`src/rtl/rwb_pkg.sv`:
```
// rwb_pkg: shared definitions for the register write buffer.
//   DATA_W_DEF / ADDR_W_DEF : default data and register-index widths
//   R0_IDX                  : index of the hardwired-zero register
//   rwb_entry_t             : one buffered write, {addr, data}, at default widths
package rwb_pkg;

  localparam int DATA_W_DEF = 8;
  localparam int ADDR_W_DEF = 3;
  localparam int R0_IDX     = 0;

  typedef struct packed {
    logic [ADDR_W_DEF-1:0] addr;
    logic [DATA_W_DEF-1:0] data;
  } rwb_entry_t;

endpackage

```
`src/rtl/rwb_match.sv`:
```
// rwb_match: youngest-first lookup over the occupied entries of the write buffer.
// Ports:
//   ent_addr, ent_data : entry storage, indexed by slot
//   rd_ptr             : slot of the oldest (head) entry
//   count              : number of occupied entries starting at rd_ptr
//   lk_addr            : register index being looked up
//   hit                : some occupied entry targets lk_addr
//   data               : value of the youngest such entry, 0 on a miss
module rwb_match
  import rwb_pkg::*;
#(
  parameter int DEPTH  = 4,
  parameter int DATA_W = DATA_W_DEF,
  parameter int ADDR_W = ADDR_W_DEF,
  parameter int PTR_W  = 2,
  parameter int CNT_W  = 3
) (
  input  logic [DEPTH-1:0][ADDR_W-1:0] ent_addr,
  input  logic [DEPTH-1:0][DATA_W-1:0] ent_data,
  input  logic [PTR_W-1:0]             rd_ptr,
  input  logic [CNT_W-1:0]             count,
  input  logic [ADDR_W-1:0]            lk_addr,
  output logic                         hit,
  output logic [DATA_W-1:0]            data
);

  // Walk from the head (oldest) toward the tail; a later match overwrites an
  // earlier one, so the youngest matching entry is what remains.
  always_comb begin
    hit  = 1'b0;
    data = '0;
    for (int k = 0; k < DEPTH; k++) begin
      if ((CNT_W'(k) < count) && (lk_addr != ADDR_W'(R0_IDX)) &&
          (ent_addr[rd_ptr + PTR_W'(k)] == lk_addr)) begin
        hit  = 1'b1;
        data = ent_data[rd_ptr + PTR_W'(k)];
      end
    end
  end

endmodule

```
`src/rtl/reg_write_buffer.sv`:
```
// reg_write_buffer: in-order FIFO of register writes sitting between the
// datapath write-back and the register file write port, with optional
// forwarding lookups for operands being decoded.
// Optional feature macro: RWB_FORWARD_EN (lookup ports active when defined,
// tied to zero otherwise).
// Ports:
//   clk, rst_n                    : clock, synchronous active-low reset
//   wr_valid/wr_addr/wr_data      : write-back request, accepted when wr_ready
//   wr_ready                      : a slot is free (registered occupancy only)
//   rf_stall                      : register file port busy this cycle
//   rf_write_signal/addr/data     : head entry presented to the register file
//   lk_addr_x, lk_hit_x, lk_data_x: two forwarding lookups
//   count                         : occupied entries
// Valid/ready: a request transfers on a rising edge where wr_valid and
// wr_ready are both high; writes to R0 transfer but are dropped.
module reg_write_buffer
  import rwb_pkg::*;
#(
  parameter int DEPTH  = 4,
  parameter int DATA_W = DATA_W_DEF,
  parameter int ADDR_W = ADDR_W_DEF
) (
  input  logic                       clk,
  input  logic                       rst_n,
  input  logic                       wr_valid,
  input  logic [ADDR_W-1:0]          wr_addr,
  input  logic [DATA_W-1:0]          wr_data,
  output logic                       wr_ready,
  input  logic                       rf_stall,
  output logic                       rf_write_signal,
  output logic [ADDR_W-1:0]          rf_write_addr,
  output logic [DATA_W-1:0]          rf_write_data,
  input  logic [ADDR_W-1:0]          lk_addr_1,
  input  logic [ADDR_W-1:0]          lk_addr_2,
  output logic                       lk_hit_1,
  output logic                       lk_hit_2,
  output logic [DATA_W-1:0]          lk_data_1,
  output logic [DATA_W-1:0]          lk_data_2,
  output logic [$clog2(DEPTH+1)-1:0] count
);

  localparam int PTR_W = $clog2(DEPTH);
  localparam int CNT_W = $clog2(DEPTH+1);

  logic [DEPTH-1:0][ADDR_W-1:0] ent_addr;
  logic [DEPTH-1:0][DATA_W-1:0] ent_data;
  logic [PTR_W-1:0]             wr_ptr;
  logic [PTR_W-1:0]             rd_ptr;
  logic                         push;
  logic                         pop;
  logic                         not_empty;

  // wr_ready looks only at registered count, so a pop while full frees the
  // slot one cycle later.
  always_comb begin
    not_empty       = (count != '0);
    wr_ready        = (count != CNT_W'(DEPTH));
    rf_write_signal = not_empty && !rf_stall;
    pop             = rf_write_signal;
    push            = wr_valid && wr_ready && (wr_addr != ADDR_W'(R0_IDX));
    rf_write_addr   = not_empty ? ent_addr[rd_ptr] : '0;
    rf_write_data   = not_empty ? ent_data[rd_ptr] : '0;
  end

  // Storage has no reset; count gating hides stale slots.
  always_ff @(posedge clk) begin
    if (push) begin
      ent_addr[wr_ptr] <= wr_addr;
      ent_data[wr_ptr] <= wr_data;
    end
  end

  // DEPTH is a power of two, so pointers wrap by natural overflow.
  always_ff @(posedge clk) begin
    if (!rst_n) begin
      wr_ptr <= '0;
      rd_ptr <= '0;
      count  <= '0;
    end else begin
      if (push) wr_ptr <= wr_ptr + PTR_W'(1);
      if (pop)  rd_ptr <= rd_ptr + PTR_W'(1);
      case ({push, pop})
        2'b10:   count <= count + CNT_W'(1);
        2'b01:   count <= count - CNT_W'(1);
        default: count <= count;
      endcase
    end
  end

`ifdef RWB_FORWARD_EN
  // Lookups see registered entries only, so a same-cycle request is not visible.
  rwb_match #(
    .DEPTH(DEPTH), .DATA_W(DATA_W), .ADDR_W(ADDR_W), .PTR_W(PTR_W), .CNT_W(CNT_W)
  ) u_match_1 (
    .ent_addr(ent_addr), .ent_data(ent_data), .rd_ptr(rd_ptr), .count(count),
    .lk_addr(lk_addr_1), .hit(lk_hit_1), .data(lk_data_1)
  );

  rwb_match #(
    .DEPTH(DEPTH), .DATA_W(DATA_W), .ADDR_W(ADDR_W), .PTR_W(PTR_W), .CNT_W(CNT_W)
  ) u_match_2 (
    .ent_addr(ent_addr), .ent_data(ent_data), .rd_ptr(rd_ptr), .count(count),
    .lk_addr(lk_addr_2), .hit(lk_hit_2), .data(lk_data_2)
  );
`else
  // Forwarding disabled: lookup indices are accepted but ignored.
  logic unused_lk;
  assign unused_lk = ^{lk_addr_1, lk_addr_2};
  assign lk_hit_1  = 1'b0;
  assign lk_hit_2  = 1'b0;
  assign lk_data_1 = '0;
  assign lk_data_2 = '0;
`endif

endmodule
```
`config.mk`:
```
export PLATFORM = sky130hd
export DESIGN_NAME = reg_write_buffer
export DESIGN_NICKNAME = d
export VERILOG_FILES = /design/src/rtl/rwb_pkg.sv /design/src/rtl/rwb_match.sv /design/src/rtl/reg_write_buffer.sv
export SDC_FILE = /design/constraint.sdc
export NUM_CORES = 1
export LEC_CHECK = 0
export BUFFER_PORTS_ARGS = -buffer_cell sky130_fd_sc_hd__buf_4
export CORE_MARGIN = 2
export CORE_UTILIZATION = 47
export DETAILED_ROUTE_END_ITERATION = 8
export PLACE_DENSITY = 0.72
export SYNTH_ARGS = -nofsm -noshare
export SYNTH_HDL_FRONTEND = slang
export SYNTH_HIERARCHICAL = 1
export SYNTH_SLANG_ARGS = --single-unit
```
`constraint.sdc`:
```
create_clock -name clk -period 2.2 [get_ports clk]
set_input_delay 0.33 -clock clk [delete_from_list [all_inputs] [get_ports clk]]
set_output_delay 0.33 -clock clk [all_outputs]
set_load 0.005 [all_outputs]
```
======== Word level (Yosys, flattened, before mapping) ========
Index checks and enable logic that the tools add are counted.
operators by class
  reduce and logical (&&, ||, !) cells .... 8
  multiplexer cells ....................... 13
  add/subtract/negate cells ............... 4
  magnitude comparators ................... 3
  eq/ne operators ......................... 3
operator list
  operator               number
  $bwmux W32             1
  $mux W8                3
  $bmux W8 S2            1
  $demux W8 S2           1
  $bwmux W12             1
  $mux W3                3
  $bmux W3 S2            1
  $demux W3 S2           1
  $lt A2 B3 Y1 const B   2
  $pmux W3 S2            1
  $reduce_bool A3 Y1     2
  $add A2 B1 Y2 const B  2
  $logic_and A1 B1 Y1    4
  $add A3 B1 Y3 const B  1
  $ne A3 B3 Y1 const B   1
  $sub A3 B1 Y3 const B  1
  $eq A2 B1 Y1 const B   1
  $eq A2 B2 Y1 const B   1
  $ge A2 B1 Y1 const B   1
  $reduce_bool A2 Y1     1
  $logic_not A1 Y1       1
word-level totals
  output and inout bits ................... 34
  word-level logic and storage cells ...... 42
  register bits after elaboration ......... 51
  input port bits ......................... 21

======== Depth between registers and ports, before layout ========
  depth after elaboration ................. 5
  depth in mapped cells ................... 9
  mapped depth without buffers ............ 9

======== Worst setup path after synthesis ========
OpenSTA, ideal clock, no wires.
  path type ............................... reg-to-reg
  from .................................... register count[2]
  to ...................................... register count[2]
  required time ........................... 2.124 ns
  buffers on the path ..................... 0
  library setup time ...................... 0.076 ns
  path slack .............................. -0.037 ns
  arrival time ............................ 2.161 ns
  stages on the path, launching flop included .. 10
  clock period less this slack ............ 2.237 ns
  cells stage by stage .................... dfxtp_1 -> or3b_1 -> o311a_2 -> inv_1 -> ha_1 -> inv_1 -> fa_1 -> xor2_1 -> or3_1 -> a21boi_0
between the ends
  word-level cells in the longest chain between the ends .. 5
  elaborated cells between the ends (all ways) .. 11
  those cells by class .................... add/sub (2); eq/ne (3); mux (1); reduce/logical (5)
ends and longest elaborated chain
  what                                                      line                    source
  from (decl)                                               reg_write_buffer.sv:39  output logic [$clog2(DEPTH+1)-1:0] count
  from (signal assigned)                                    reg_write_buffer.sv:83  2'b10: count <= count + CNT_W'(1);
  from (signal assigned)                                    reg_write_buffer.sv:84  2'b01: count <= count - CNT_W'(1);
  from (signal assigned)                                    reg_write_buffer.sv:85  default: count <= count;
  $ne A3 B3 Y1 (*)                                          reg_write_buffer.sv:57  wr_ready = (count != CNT_W'(DEPTH));
  net wr_ready                                              reg_write_buffer.sv:28  output logic wr_ready,
  $logic_and A1 B1 Y1 (*) (2 in series)                     reg_write_buffer.sv:60  push = wr_valid && wr_ready && (wr_addr != ADDR_W'(R0_IDX));
  $eq A2 B1 Y1 / $eq A2 B2 Y1 (equally long branches)       reg_write_buffer.sv:82  case ({push, pop})
  $pmux W3 S2 / $reduce_bool A2 Y1 (equally long branches)  --
Mark *: on every way through the listed nets, which the timed path passes. The rest lies on a longest branch.
A chain may end at the register's enable or synchronous reset.

======== Worst setup path in the final report ========
  from .................................... register count[2]
  to ...................................... register count[2]
between the ends
  word-level cells in the longest chain between the ends .. 5
  elaborated cells between the ends (all ways) .. 11
  those cells by class .................... add/sub (2); eq/ne (3); mux (1); reduce/logical (5)
ends and longest elaborated chain
  what                                                      line
  $ne A3 B3 Y1                                              reg_write_buffer.sv:57
  $logic_and A1 B1 Y1 (2 in series)                         reg_write_buffer.sv:60
  $eq A2 B1 Y1 / $eq A2 B2 Y1 (equally long branches)       reg_write_buffer.sv:82
  $pmux W3 S2 / $reduce_bool A2 Y1 (equally long branches)  --
Several ways; a longest one is shown, not always the timed one.

==> qor.yml <==
status: "completed"
multiInputGateArea_um2: 682
io_pins: 55
clock-skew-final_ns: 0.00678
min_from: "wr_data[3]"
peakVddDrop_uv: 585
power.leakage_nw: 0.992
hold_violations: 0
fin_crit_sh_pct: 99.0
fill_cells: 386
vias_per_cell: 5.02
final_cell_mix: "edfxtp_1 (44), buf_4 (44), conb_1 (18), mux4_2 (11), nor2b_1 (11)"
cpMostUsedCell: "inv_1"
critPathSlowestCell: "or3b_4"
num_rows: 25
worstReg2RegStart: "count[2]"
yosysWarnings: 6
synth_async_sr_flop_share_pct: 0
required_ns: 2.43
crit_path_max_incr_delay_ns: 0.39
grt_overflow: 0
antenna_found_initial: 0
dieArea_um2: 5370
drc_errors: 0
cts_buffers: 5
placeableCoreArea_um2: 4660
antenna_cells: 0
num-nets-final: 211
critical_path_class: "flip-flop to flip-flop"
cp_max_fo: 2
grt_max_degree: 16
cts-root-buf: "clkbuf_8"
dp_hpwl_um: 2570
yosysUniqueCellTypes: 27
die_w_um: 73.3
cts_tree: "done"
rsz0062_at_grt: "yes"
portBuffers: 30
drive_gt1_share_pct: 36.8
clk_pin_slew_ns: 0.09
synth_area_um2: 2250
cp-start-kind: "flip-flop"
powerDensity_nw_per_um2: 978
min_path_type: "input pin to flip-flop"
start_util_pct: 48.4
syn2layout_area_growth_pct: 17.4
grt_pass1_vias: 1248
synth-seq-cells: 51
first_pass_iters: 4
finalWorstSetupSlack_ns: 0.0216
insertion_delay_ns: 0.30
regArea_um2: 1460
syn_inst: 139
drv_cap: 0
fmax_ghz: 0.459
ant_nets: 0
fp.dieH_um: 73.3
max-clock-path-buffers: 2
slew_violations: 0
place_ws_ns: -0.0531
critPathCaptureType: "flip-flop"
cts.sinks: 51
vias: 1200
ys_seq_area_share_pct: 64.8
routabilityCongestion: 0.675
grt_pass1_wl_um: 5810
drt-initial-drc-count: 110
postLayoutCoreUtil_pct: 56.8
min_period_ns: 2.18
total_power_mw: 2.59
cp-startpoint: "count[2]"
grt.total_usage_pct: 15.3
wl_per_cell_um: 15.5
ys.flop_type: "edfxtp_1"
synth-edff-count: 44
setup_violations: 0
htreeDepth: 2
crit_path_cell_trace: "or3b_4 > o311a_4 > inv_1 > ha_2 > inv_1 > fa_2 > xor2_1 > or3_1 > a21boi_1"
syn_area_per_cell_um2: 16.2
arrival_ns: 2.40
routed_wl_um: 3700
-- final cells by class --
| type | instances | share of cell area (%) |
|---|---|---|
| Sequential cell | 51 | 55.3 |
| Multi-Input combinational cell | 76 | 25.8 |
| Timing Repair Buffer | 44 | 12.5 |
| Clock buffer | 6 | 2.74 |
| Tap cell | 54 | 2.55 |
| Inverter | 6 | 0.851 |
| Clock inverter | 2 | 0.331 |
-- metal layers --
metal	vias to the layer above	GRT usage, %	part of all wire, %
met3	5	4.94	6.2
met5	-	0	0
li1	558	-	-
met2	43	25.2	51
met1	594	18.7	41
met4	0	5.97	1.3
-- critical path: cells and delay by family (launching register included) --
kind                     cells  cell delay (ns)
AO/OA/AOI/OAI                2             0.30
AND/OR/NAND/NOR              2             0.71
flip-flops                   1             0.34
adder cells (fa/ha/maj)      2             0.50
XOR/XNOR                     1             0.16
buffers and inverters        2             0.11
-- cell families (layout without fill, tap and decap cells) --
group | count (synthesis) | count (layout) | synth area share [%]
compound gates | 6 | 6 | 1.83
xor+xnor | 2 | 2 | 0.777
fa+ha+maj | 6 | 6 | 3.66
buf+inv | 29 | 58 | 8.55
flops | 51 | 51 | 64.8
mux | 14 | 14 | 12.3
other cells | 1 | 18 | 0.166
simple gates | 30 | 30 | 7.88
-- path summary, 6_finish.rpt --
| path | endpoint | slack (ns) | cells after the start |
|---|---|---|---|
| setup / recovery | count[2] | 0.02 | 9 |
| hold / removal | ent_data[19] | 0.23 | 1 |
| setup reg to reg | count[2] | 0.02 | 9 |
| hold reg to reg | wr_ptr[0] | 0.51 | 2 |
-- synthesized netlist by cell type, types with 2 or more instances --
| cell type | number | area, µm² |
|---|---|---|
| nand2_1 | 6 | 22.5 |
| buf_6 | 2 | 22.5 |
| nor2b_1 | 11 | 68.8 |
| o21ai_0 | 3 | 15.0 |
| and2_1 | 6 | 37.5 |
| edfxtp_1 | 44 | 1320 |
| inv_1 | 6 | 22.5 |
| mux4_2 | 11 | 248 |
| clkbuf_1 | 2 | 7.51 |
| ha_1 | 5 | 62.6 |
| buf_4 | 18 | 135 |
| mux2i_1 | 3 | 30.0 |
| dfxtp_1 | 7 | 140 |
| or3_1 | 2 | 12.5 |
-- stage by stage --
stage	TNS [ns]	cell area (µm²)	std cells	hold slack (ns)
2_1_floorplan	0	2330	156	0.429
3_3_place_gp	0	2550	229	0.477
3_5_place_dp	-0.0531	2550	229	0.505
4_1_cts	0	2640	238	0.216
5_1_grt	-0.0581	2650	239	0.213
6_report	0	2650	239	0.226
-- report_power, final --
part,leakage (nW),internal [mW],total [mW],switching (mW)
Sequential,0.461,1.16,1.19,0.0351
Combinational,0.489,0.500,0.895,0.394
Clock,0.0426,0.219,0.502,0.283
-- registers in the layout, summed over array words and instances (netlist names) --
signal / cells
wr_ptr: 2
ent_addr: 12
rd_ptr: 2
count: 3
ent_data: 32
-- timing repair --
item,in CTS,in global routing
hold buffers,0,0
setup buffers,1,1
resized for setup,2,1
setup endpoints to repair,1,1
pin swaps,1,1
Note: power is estimated with default switching activity, not from simulation.
